--- src/rtl/ps2_pkg.sv ---
// Shared types and parity-mode constants for the PS/2 receive front end.
package ps2_pkg;

   typedef enum logic [1:0] {
      ST_IDLE,
      ST_DATA,
      ST_PARITY,
      ST_STOP
   } ps2_rx_state_t;

   localparam int PAR_NONE = 0;
   localparam int PAR_ODD  = 1;
   localparam int PAR_EVEN = 2;

   // ones_odd: XOR of data bits and the received parity bit.
   function automatic logic par_ok(input logic ones_odd, input int mode);
      if (mode == PAR_ODD)  return ones_odd;
      if (mode == PAR_EVEN) return ~ones_odd;
      return 1'b1;
   endfunction

endpackage

--- src/rtl/ps2_rx_fifo.sv ---
// Small power-of-2 FIFO with a registered head word; a push while full is
// accepted only when a pop happens in the same cycle.
module ps2_rx_fifo #(
   parameter int W     = 8,
   parameter int DEPTH = 4
) (
   input  logic                     clk,
   input  logic                     rst_n,
   input  logic                     push,
   input  logic [W-1:0]             push_dat,
   input  logic                     pop,
   output logic [W-1:0]             head_dat,
   output logic                     full,
   output logic                     empty,
   output logic [$clog2(DEPTH):0]   count
);

   localparam int AW = $clog2(DEPTH);

   logic [W-1:0]  mem_q [DEPTH];
   logic [AW-1:0] wr_ptr_q, wr_ptr_d, rd_ptr_q, rd_ptr_d;
   logic [AW:0]   count_q, count_d;
   logic [W-1:0]  head_q, head_d;
   logic          wr_en, rd_en;

   assign full     = (count_q == (AW+1)'(DEPTH));
   assign empty    = (count_q == '0);
   assign rd_en    = pop && !empty;
   assign wr_en    = push && (!full || rd_en);
   assign head_dat = head_q;
   assign count    = count_q;

   always_comb begin
      wr_ptr_d = wr_ptr_q;
      rd_ptr_d = rd_ptr_q;
      count_d  = count_q;
      head_d   = head_q;
      if (wr_en) wr_ptr_d = wr_ptr_q + 1'b1;
      if (rd_en) rd_ptr_d = rd_ptr_q + 1'b1;
      case ({wr_en, rd_en})
         2'b10:   count_d = count_q + 1'b1;
         2'b01:   count_d = count_q - 1'b1;
         default: count_d = count_q;
      endcase
      // Bypass the incoming word when it lands in the slot that becomes head.
      if ((wr_en || rd_en) && count_d != '0) begin
         if (wr_en && wr_ptr_q == rd_ptr_d) head_d = push_dat;
         else                               head_d = mem_q[rd_ptr_d];
      end
   end

   always_ff @(posedge clk) begin
      if (wr_en) mem_q[wr_ptr_q] <= push_dat;
   end

   always_ff @(posedge clk or negedge rst_n) begin
      if (!rst_n) begin
         wr_ptr_q <= '0;
         rd_ptr_q <= '0;
         count_q  <= '0;
         head_q   <= '0;
      end else begin
         wr_ptr_q <= wr_ptr_d;
         rd_ptr_q <= rd_ptr_d;
         count_q  <= count_d;
         head_q   <= head_d;
      end
   end

endmodule

--- src/rtl/ps2_rx.sv ---
// PS/2 receiver in the system clock domain: synchronise, filter, deframe, buffer.
// Define PS2_RX_TIMEOUT_EN to abandon frames whose clock stops mid-frame.
module ps2_rx
   import ps2_pkg::*;
#(
   parameter int DATA_W      = 8,
   parameter int PARITY      = 1,
   parameter int DEPTH       = 4,
   parameter int SYNC_STAGES = 2,
   parameter int FILT_LEN    = 4,
   parameter int TIMEOUT_CYC = 5000
) (
   input  logic                     Clk,
   input  logic                     nReset,
   input  logic                     ps2_nclk,
   input  logic                     ndata,
   output logic [DATA_W-1:0]        rd_data,
   output logic                     rd_valid,
   input  logic                     rd_ready,
   output logic [$clog2(DEPTH):0]   fifo_count,
   output logic                     parity_err,
   output logic                     frame_err,
   output logic                     overflow
);

   localparam int FCW = $clog2(FILT_LEN + 1);
   localparam int BCW = $clog2(DATA_W) + 1;

   logic [SYNC_STAGES-1:0] clk_sync_q, clk_sync_d, dat_sync_q, dat_sync_d;
   logic                   filt_q, filt_d, strobe_q, strobe_d;
   logic [FCW-1:0]         fcnt_q, fcnt_d;
   ps2_rx_state_t          state_q, state_d;
   logic [BCW-1:0]         bit_cnt_q, bit_cnt_d;
   logic [DATA_W-1:0]      shift_q, shift_d, shift_in;
   logic [DATA_W:0]        shift_cat;
   logic                   par_ok_q, par_ok_d;
   logic                   push_q, push_d, perr_q, perr_d, ferr_q, ferr_d;
   logic                   clk_s, line, fifo_full, fifo_empty;

   // The data pin is inverted; synchronise the true line level.
   assign clk_sync_d = {clk_sync_q[SYNC_STAGES-2:0], ps2_nclk};
   assign dat_sync_d = {dat_sync_q[SYNC_STAGES-2:0], ~ndata};
   assign clk_s      = clk_sync_q[SYNC_STAGES-1];
   assign line       = dat_sync_q[SYNC_STAGES-1];

   always_comb begin
      filt_d = filt_q;
      fcnt_d = '0;
      if (clk_s != filt_q) begin
         if (fcnt_q == FCW'(FILT_LEN)) filt_d = clk_s;
         else                          fcnt_d = fcnt_q + 1'b1;
      end
      strobe_d = filt_q & ~filt_d;
   end

   assign shift_cat = {line, shift_q};
   assign shift_in  = shift_cat[DATA_W:1];

`ifdef PS2_RX_TIMEOUT_EN
   localparam int TW = $clog2(TIMEOUT_CYC + 1);
   logic [TW-1:0] tmo_q, tmo_d;
`endif

   always_comb begin
      state_d   = state_q;
      bit_cnt_d = bit_cnt_q;
      shift_d   = shift_q;
      par_ok_d  = par_ok_q;
      push_d    = 1'b0;
      perr_d    = 1'b0;
      ferr_d    = 1'b0;
      if (strobe_q) begin
         case (state_q)
            ST_IDLE: begin
               if (!line) begin
                  state_d   = ST_DATA;
                  bit_cnt_d = '0;
                  par_ok_d  = 1'b1;
               end
            end
            ST_DATA: begin
               shift_d = shift_in;
               if (bit_cnt_q == BCW'(DATA_W - 1))
                  state_d = (PARITY == PAR_NONE) ? ST_STOP : ST_PARITY;
               else
                  bit_cnt_d = bit_cnt_q + 1'b1;
            end
            ST_PARITY: begin
               par_ok_d = par_ok(^shift_q ^ line, PARITY);
               state_d  = ST_STOP;
            end
            ST_STOP: begin
               if (!line)          ferr_d = 1'b1;
               else if (!par_ok_q) perr_d = 1'b1;
               else                push_d = 1'b1;
               state_d = ST_IDLE;
            end
            default: state_d = ST_IDLE;
         endcase
      end
`ifdef PS2_RX_TIMEOUT_EN
      tmo_d = '0;
      if (state_q != ST_IDLE && !strobe_q) begin
         if (tmo_q == TW'(TIMEOUT_CYC - 1)) begin
            state_d = ST_IDLE;
            ferr_d  = 1'b1;
         end else begin
            tmo_d = tmo_q + 1'b1;
         end
      end
`endif
   end

   always_ff @(posedge Clk or negedge nReset) begin
      if (!nReset) begin
         clk_sync_q <= '1;
         dat_sync_q <= '1;
         filt_q     <= 1'b1;
         fcnt_q     <= '0;
         strobe_q   <= 1'b0;
         state_q    <= ST_IDLE;
         bit_cnt_q  <= '0;
         shift_q    <= '0;
         par_ok_q   <= 1'b1;
         push_q     <= 1'b0;
         perr_q     <= 1'b0;
         ferr_q     <= 1'b0;
`ifdef PS2_RX_TIMEOUT_EN
         tmo_q      <= '0;
`endif
      end else begin
         clk_sync_q <= clk_sync_d;
         dat_sync_q <= dat_sync_d;
         filt_q     <= filt_d;
         fcnt_q     <= fcnt_d;
         strobe_q   <= strobe_d;
         state_q    <= state_d;
         bit_cnt_q  <= bit_cnt_d;
         shift_q    <= shift_d;
         par_ok_q   <= par_ok_d;
         push_q     <= push_d;
         perr_q     <= perr_d;
         ferr_q     <= ferr_d;
`ifdef PS2_RX_TIMEOUT_EN
         tmo_q      <= tmo_d;
`endif
      end
   end

   ps2_rx_fifo #(
      .W     (DATA_W),
      .DEPTH (DEPTH)
   ) u_fifo (
      .clk      (Clk),
      .rst_n    (nReset),
      .push     (push_q),
      .push_dat (shift_q),
      .pop      (rd_valid && rd_ready),
      .head_dat (rd_data),
      .full     (fifo_full),
      .empty    (fifo_empty),
      .count    (fifo_count)
   );

   assign rd_valid   = ~fifo_empty;
   assign parity_err = perr_q;
   assign frame_err  = ferr_q;
   assign overflow   = push_q && fifo_full && !rd_ready;

endmodule
--- config.mk ---
export PLATFORM = sky130hd
export DESIGN_NAME = ps2_rx
export DESIGN_NICKNAME = d
export VERILOG_FILES = /design/src/rtl/ps2_pkg.sv /design/src/rtl/ps2_rx_fifo.sv /design/src/rtl/ps2_rx.sv
export SDC_FILE = /design/constraint.sdc
export NUM_CORES = 1
export LEC_CHECK = 0
export BUFFER_PORTS_ARGS = -buffer_cell sky130_fd_sc_hd__buf_4
export CORE_MARGIN = 10
export CORE_UTILIZATION = 35
export CTS_BUF_LIST = sky130_fd_sc_hd__clkbuf_4
export DETAILED_ROUTE_END_ITERATION = 12
export GPL_TIMING_DRIVEN = 0
export PLACE_DENSITY = 0.59
export SLEW_MARGIN = 40
export SYNTH_ARGS = -nofsm -noshare
export SYNTH_HDL_FRONTEND = slang
export SYNTH_SLANG_ARGS = --single-unit
--- constraint.sdc ---
create_clock -name Clk -period 8.4 [get_ports Clk]
set_input_delay 1.68 -clock Clk [delete_from_list [all_inputs] [get_ports Clk]]
set_output_delay 1.68 -clock Clk [all_outputs]
set_load 0.1 [all_outputs]
==> impl_summary.log <==
INFO  metric ctsHoldBuffers = 0
INFO  metric die-area = 0.0153 mm2
INFO  metric globalplace.congestion = 0.845
INFO  metric cp_data_required_time = 8.71 ns
INFO  metric synth.net_count = 339
INFO  metric synth_warnings = 0
INFO  metric grt_antenna_before_repair = 0
INFO  metric routed_via_density = 5.05
INFO  metric dp.final_hpwl = 5.50 mm
INFO  metric first_global_vias = 2580
INFO  metric synth_top_cell_area_share = 25.6%
INFO  metric setup.worst_path.start_class = input pin
INFO  metric power.leakage = 1.63 nW
INFO  metric post_synth_instance_area = 0.00375 mm2
INFO  metric status = completed
INFO  metric avgRoutedWirePerCell = 16.0 um
INFO  metric worstReg2RegEnd = u_fifo.head_dat[5]
INFO  metric maximum_fanout_along_the_worst_path = 10
INFO  metric route.detailed.drc = 0
INFO  metric cts_setup_buffers = 0
INFO  metric clk_latency = 0.41 ns
INFO  metric drt.antenna.violating_nets = 0
INFO  metric vdd_ir_drop_max = 0.136 mV
INFO  metric die_w = 124 um
INFO  metric synth.top_cells.by_area = sky130_fd_sc_hd__edfxtp_1 (26%), sky130_fd_sc_hd__dfrtp_1 (24%), sky130_fd_sc_hd__mux2_2 (5.1%)
INFO  metric nets = 369
INFO  metric min_period_over_period = 54.9%
INFO  metric finalHoldViolations = 0
INFO  metric max_cap_viol_count = 0
INFO  metric reg2regPathDepth = 9
INFO  metric register_to_register_setup_slack = 4.63 ns
INFO  metric routed_wl = 7.85 mm
INFO  metric rsz_0062_raised_after_global_routing = false
INFO  metric cpMaxStageDelayCell = sky130_fd_sc_hd__o21bai_2
INFO  metric comb_power_share = 47.1%
INFO  metric number_of_h_tree_branching_levels = 3
INFO  metric synth_top_area_cell = sky130_fd_sc_hd__edfxtp_1
INFO  metric fillCellCount = 1023
INFO  metric crit_path_max_incr_delay = 0.46 ns
INFO  metric yosysSeqAreaShare = 53.8%
INFO  metric slew_headroom = 56.6%
INFO  metric drtPass1Iterations = 4
INFO  metric dpl_worst_slack = 3.39 ns
INFO  metric synthesis.instances = 321
INFO  metric pin_count = 20
INFO  metric share_seq_of_total_power = 34.2%
INFO  metric syn_area_per_cell = 11.7 um2
INFO  metric largest_net_degree_at_the_start_of_global_routing = 43
INFO  metric final.min_clock_period = 4.61 ns
INFO  metric antenna_cells_inserted = 0
INFO  metric cts.sink_count = 74
INFO  metric finalSetupViolations = 0
INFO  metric gr_usage_total = 10.7%
INFO  metric grt_pass1_wl = 12.8 mm
INFO  metric port_buffers = 19
INFO  metric drv_slew = 0
INFO  metric yosys_register_bits = 74
INFO  metric critical-path-top-delay-family = buffers and inverters
INFO  metric numCtsBuffers = 9
INFO  metric worst_path_most_repeated_cell = sky130_fd_sc_hd__clkbuf_1
INFO  metric max_clock_freq = 217 MHz
INFO  metric routed-via-count = 2486
INFO  metric power_per_cell_area = 313 mW/mm2
INFO  metric cts-resized-gates = 0
INFO  metric cts_max_path_buffers = 2
INFO  metric p_sw = 591 uW
INFO  metric critPathLaunch = rd_ready
INFO  metric internal_power = 731 uW
INFO  metric cp-end-kind = flip-flop
INFO  metric layout_cell_share_with_drive_strength_beyond_1 = 18.8%
INFO  metric worst_ep_arrival_time = 4.91 ns
INFO  metric cts_tree = done
INFO  metric tightest_slew = 0.651 ns
INFO  metric globalRoute.totalOverflow = 0
INFO  metric syn_to_final_growth = 12.6%
INFO  metric clock-root-buffer = sky130_fd_sc_hd__clkbuf_4
INFO  metric critical_path_class = in -> reg
INFO  metric drtIter0Drc = 70
INFO  metric crit_chain = buf_4, o31a_2, clkbuf_1, clkbuf_1, nand2b_1, fa_1, or3_1, a41o_1, o21bai_2, mux2_2
INFO  metric clk_pin_slew = 0.12 ns
INFO  metric crit_buf_inv = 3
INFO  metric finalWorstSetupSlack = 3.79 ns
INFO  metric sw_frac_of_total = 44.7%
INFO  metric timing.setup.tns = 0 ns
INFO  metric r2r-start = u_fifo.count[0]
INFO  metric path_depth = 10
INFO  metric placementRows = 37
INFO  metric placeable_core_region = 0.0104 mm2
INFO  metric hold_path_class = reg -> reg
INFO  metric initial_core_util = 36.2%
INFO  metric pwr-share-clk = 18.7%
INFO  metric cp-endpoint = u_fifo.head_dat[5]
INFO  metric fp.dieH = 124 um
INFO  metric unique_masters_post_synth = 43
INFO  metric fin_skew = 0.0166 ns
==> sequential cells by signal (all words and copies together), names as in the netlist <==
signal / count
u_fifo.mem_q: 32
u_fifo.rd_ptr_q: 2
u_fifo.head_dat: 8
parity_err: 1
clk_sync_q: 2
u_fifo.count: 3
fcnt_q: 3
frame_err: 1
push_q: 1
dat_sync_q: 2
filt_q: 1
state_q: 2
par_ok_q: 1
shift_q: 8
u_fifo.wr_ptr_q: 2
strobe_q: 1
bit_cnt_q: 4
==> power groups by stage <==
stage	clock network [mW]	registers, mW	logic, mW
CTS	0.256	0.453	0.625
finish	0.247	0.452	0.623
detailed placement	0	0.461	0.624
floorplan	0	0.646	0.295
global placement	0	0.458	0.618
global route	0.269	0.458	0.664
==> area by class of cell <==
class                      count  area [um2]  area share (%)
sequential                    74        2020            47.8
clock inverter                 7        91.3            2.16
multi-input combinational    214        1600            38.0
timing repair buffer          19         143            3.38
inverter                      15        56.3            1.33
buffer                        18        71.3            1.69
tap                          136         170            4.03
clock buffer                   9        67.6            1.60
==> layer usage <==
layer	GRT usage [%]	share of wire, %
met5	0	0
met4	5.39	1.2
met3	1.96	4.1
met2	17.3	49
met1	13.4	46
==> placed cells by master, fill, tap and decap left out, types with 7 or more instances in the layout <==
| cell | Yosys | routed |
|---|---|---|
| sky130_fd_sc_hd__nor3_1 | 17 | 17 |
| sky130_fd_sc_hd__dfrtp_1 | 36 | 36 |
| sky130_fd_sc_hd__o21a_1 | 9 | 9 |
| sky130_fd_sc_hd__mux2i_1 | 18 | 18 |
| sky130_fd_sc_hd__inv_1 | 14 | 14 |
| sky130_fd_sc_hd__clkbuf_1 | 14 | 14 |
| sky130_fd_sc_hd__xnor2_1 | 11 | 11 |
| sky130_fd_sc_hd__nor2_1 | 7 | 7 |
| sky130_fd_sc_hd__edfxtp_1 | 32 | 32 |
| sky130_fd_sc_hd__nor3b_1 | 18 | 18 |
| sky130_fd_sc_hd__clkbuf_4 | 0 | 9 |
| sky130_fd_sc_hd__o21ai_0 | 7 | 7 |
| sky130_fd_sc_hd__o32ai_1 | 8 | 8 |
| sky130_fd_sc_hd__buf_4 | 0 | 19 |
| sky130_fd_sc_hd__mux2_2 | 17 | 17 |
| sky130_fd_sc_hd__nand3_1 | 17 | 17 |
| sky130_fd_sc_hd__ha_1 | 12 | 12 |
| sky130_fd_sc_hd__nand3b_1 | 8 | 8 |
| sky130_fd_sc_hd__nand2_1 | 24 | 24 |
==> worst reg2reg max path, delay by kind of cell (launching register included) <==
kind                       cells  cell delay, ns
muxes                          1            0.41
buffers and inverters          2            0.87
DFF                            1            0.48
adders and majority gates      1            0.44
and+or+nand+nor                2            0.51
AOI/OAI and AO/OA              3            0.95
==> stage by stage <==
step           hold slack [ns]  utilization (%)  power, mW  instance area [um2]  std cells
6_report                 0.364             40.7       1.32                 4220        492
5_1_grt                  0.366             40.7       1.39                 4220        492
4_1_cts                  0.364             40.7       1.33                 4220        492
3_5_place_dp             0.347             39.2       1.08                 4060        476
3_3_place_gp             0.346             39.2       1.08                 4060        476
2_1_floorplan            0.345                -      0.942                 3750        321
==> synthesized netlist by cell type, drive strengths merged <==
library cell	instances
o32ai	8
fa	1
a311oi	1
or2	1
buf	4
or4	2
clkbuf	14
mux2i	18
nand2b	2
nand4	2
o31a	1
mux2	17
a21oi	5
dfrtp	36
and4	1
inv	15
or3	2
ha	12
nand3	17
a41oi	1
xnor2	11
nand2	24
nor3	17
nand3b	8
a211oi	1
nor2	7
a32o	1
edfxtp	32
and3	2
dfstp	6
xor2	3
nor2b	4
o21ai	7
a41o	1
and4b	1
nor3b	18
o21bai	1
a31oi	1
nor4b	1
and2	6
o21a	9
==> cells by family (layout without fill, tap and decap cells) <==
kind of cell	Yosys count	count (layout)	synth area share, %
DFF	74	74	53.8
muxes	35	35	9.91
AOI/OAI and AO/OA	37	37	7.71
and+or+nand+nor	115	115	17.3
xor gates and xnor gates	14	14	3.27
adders and majority gates	13	13	4.54
buffers and inverters	33	68	3.40
==> how the worst min path moves through the flow <==
| stage | depth (start not counted) | end | from |
|---|---|---|---|
| floorplan | 0 | clk_sync_q[1] | clk_sync_q[0] |
| detailed placement | 0 | dat_sync_q[1] | dat_sync_q[0] |
| CTS | 0 | dat_sync_q[1] | dat_sync_q[0] |
| global placement | 0 | clk_sync_q[1] | clk_sync_q[0] |
| global route | 0 | dat_sync_q[1] | dat_sync_q[0] |
| finish | 0 | dat_sync_q[1] | dat_sync_q[0] |
No activity file was read; power rests on OpenSTA's default activity.
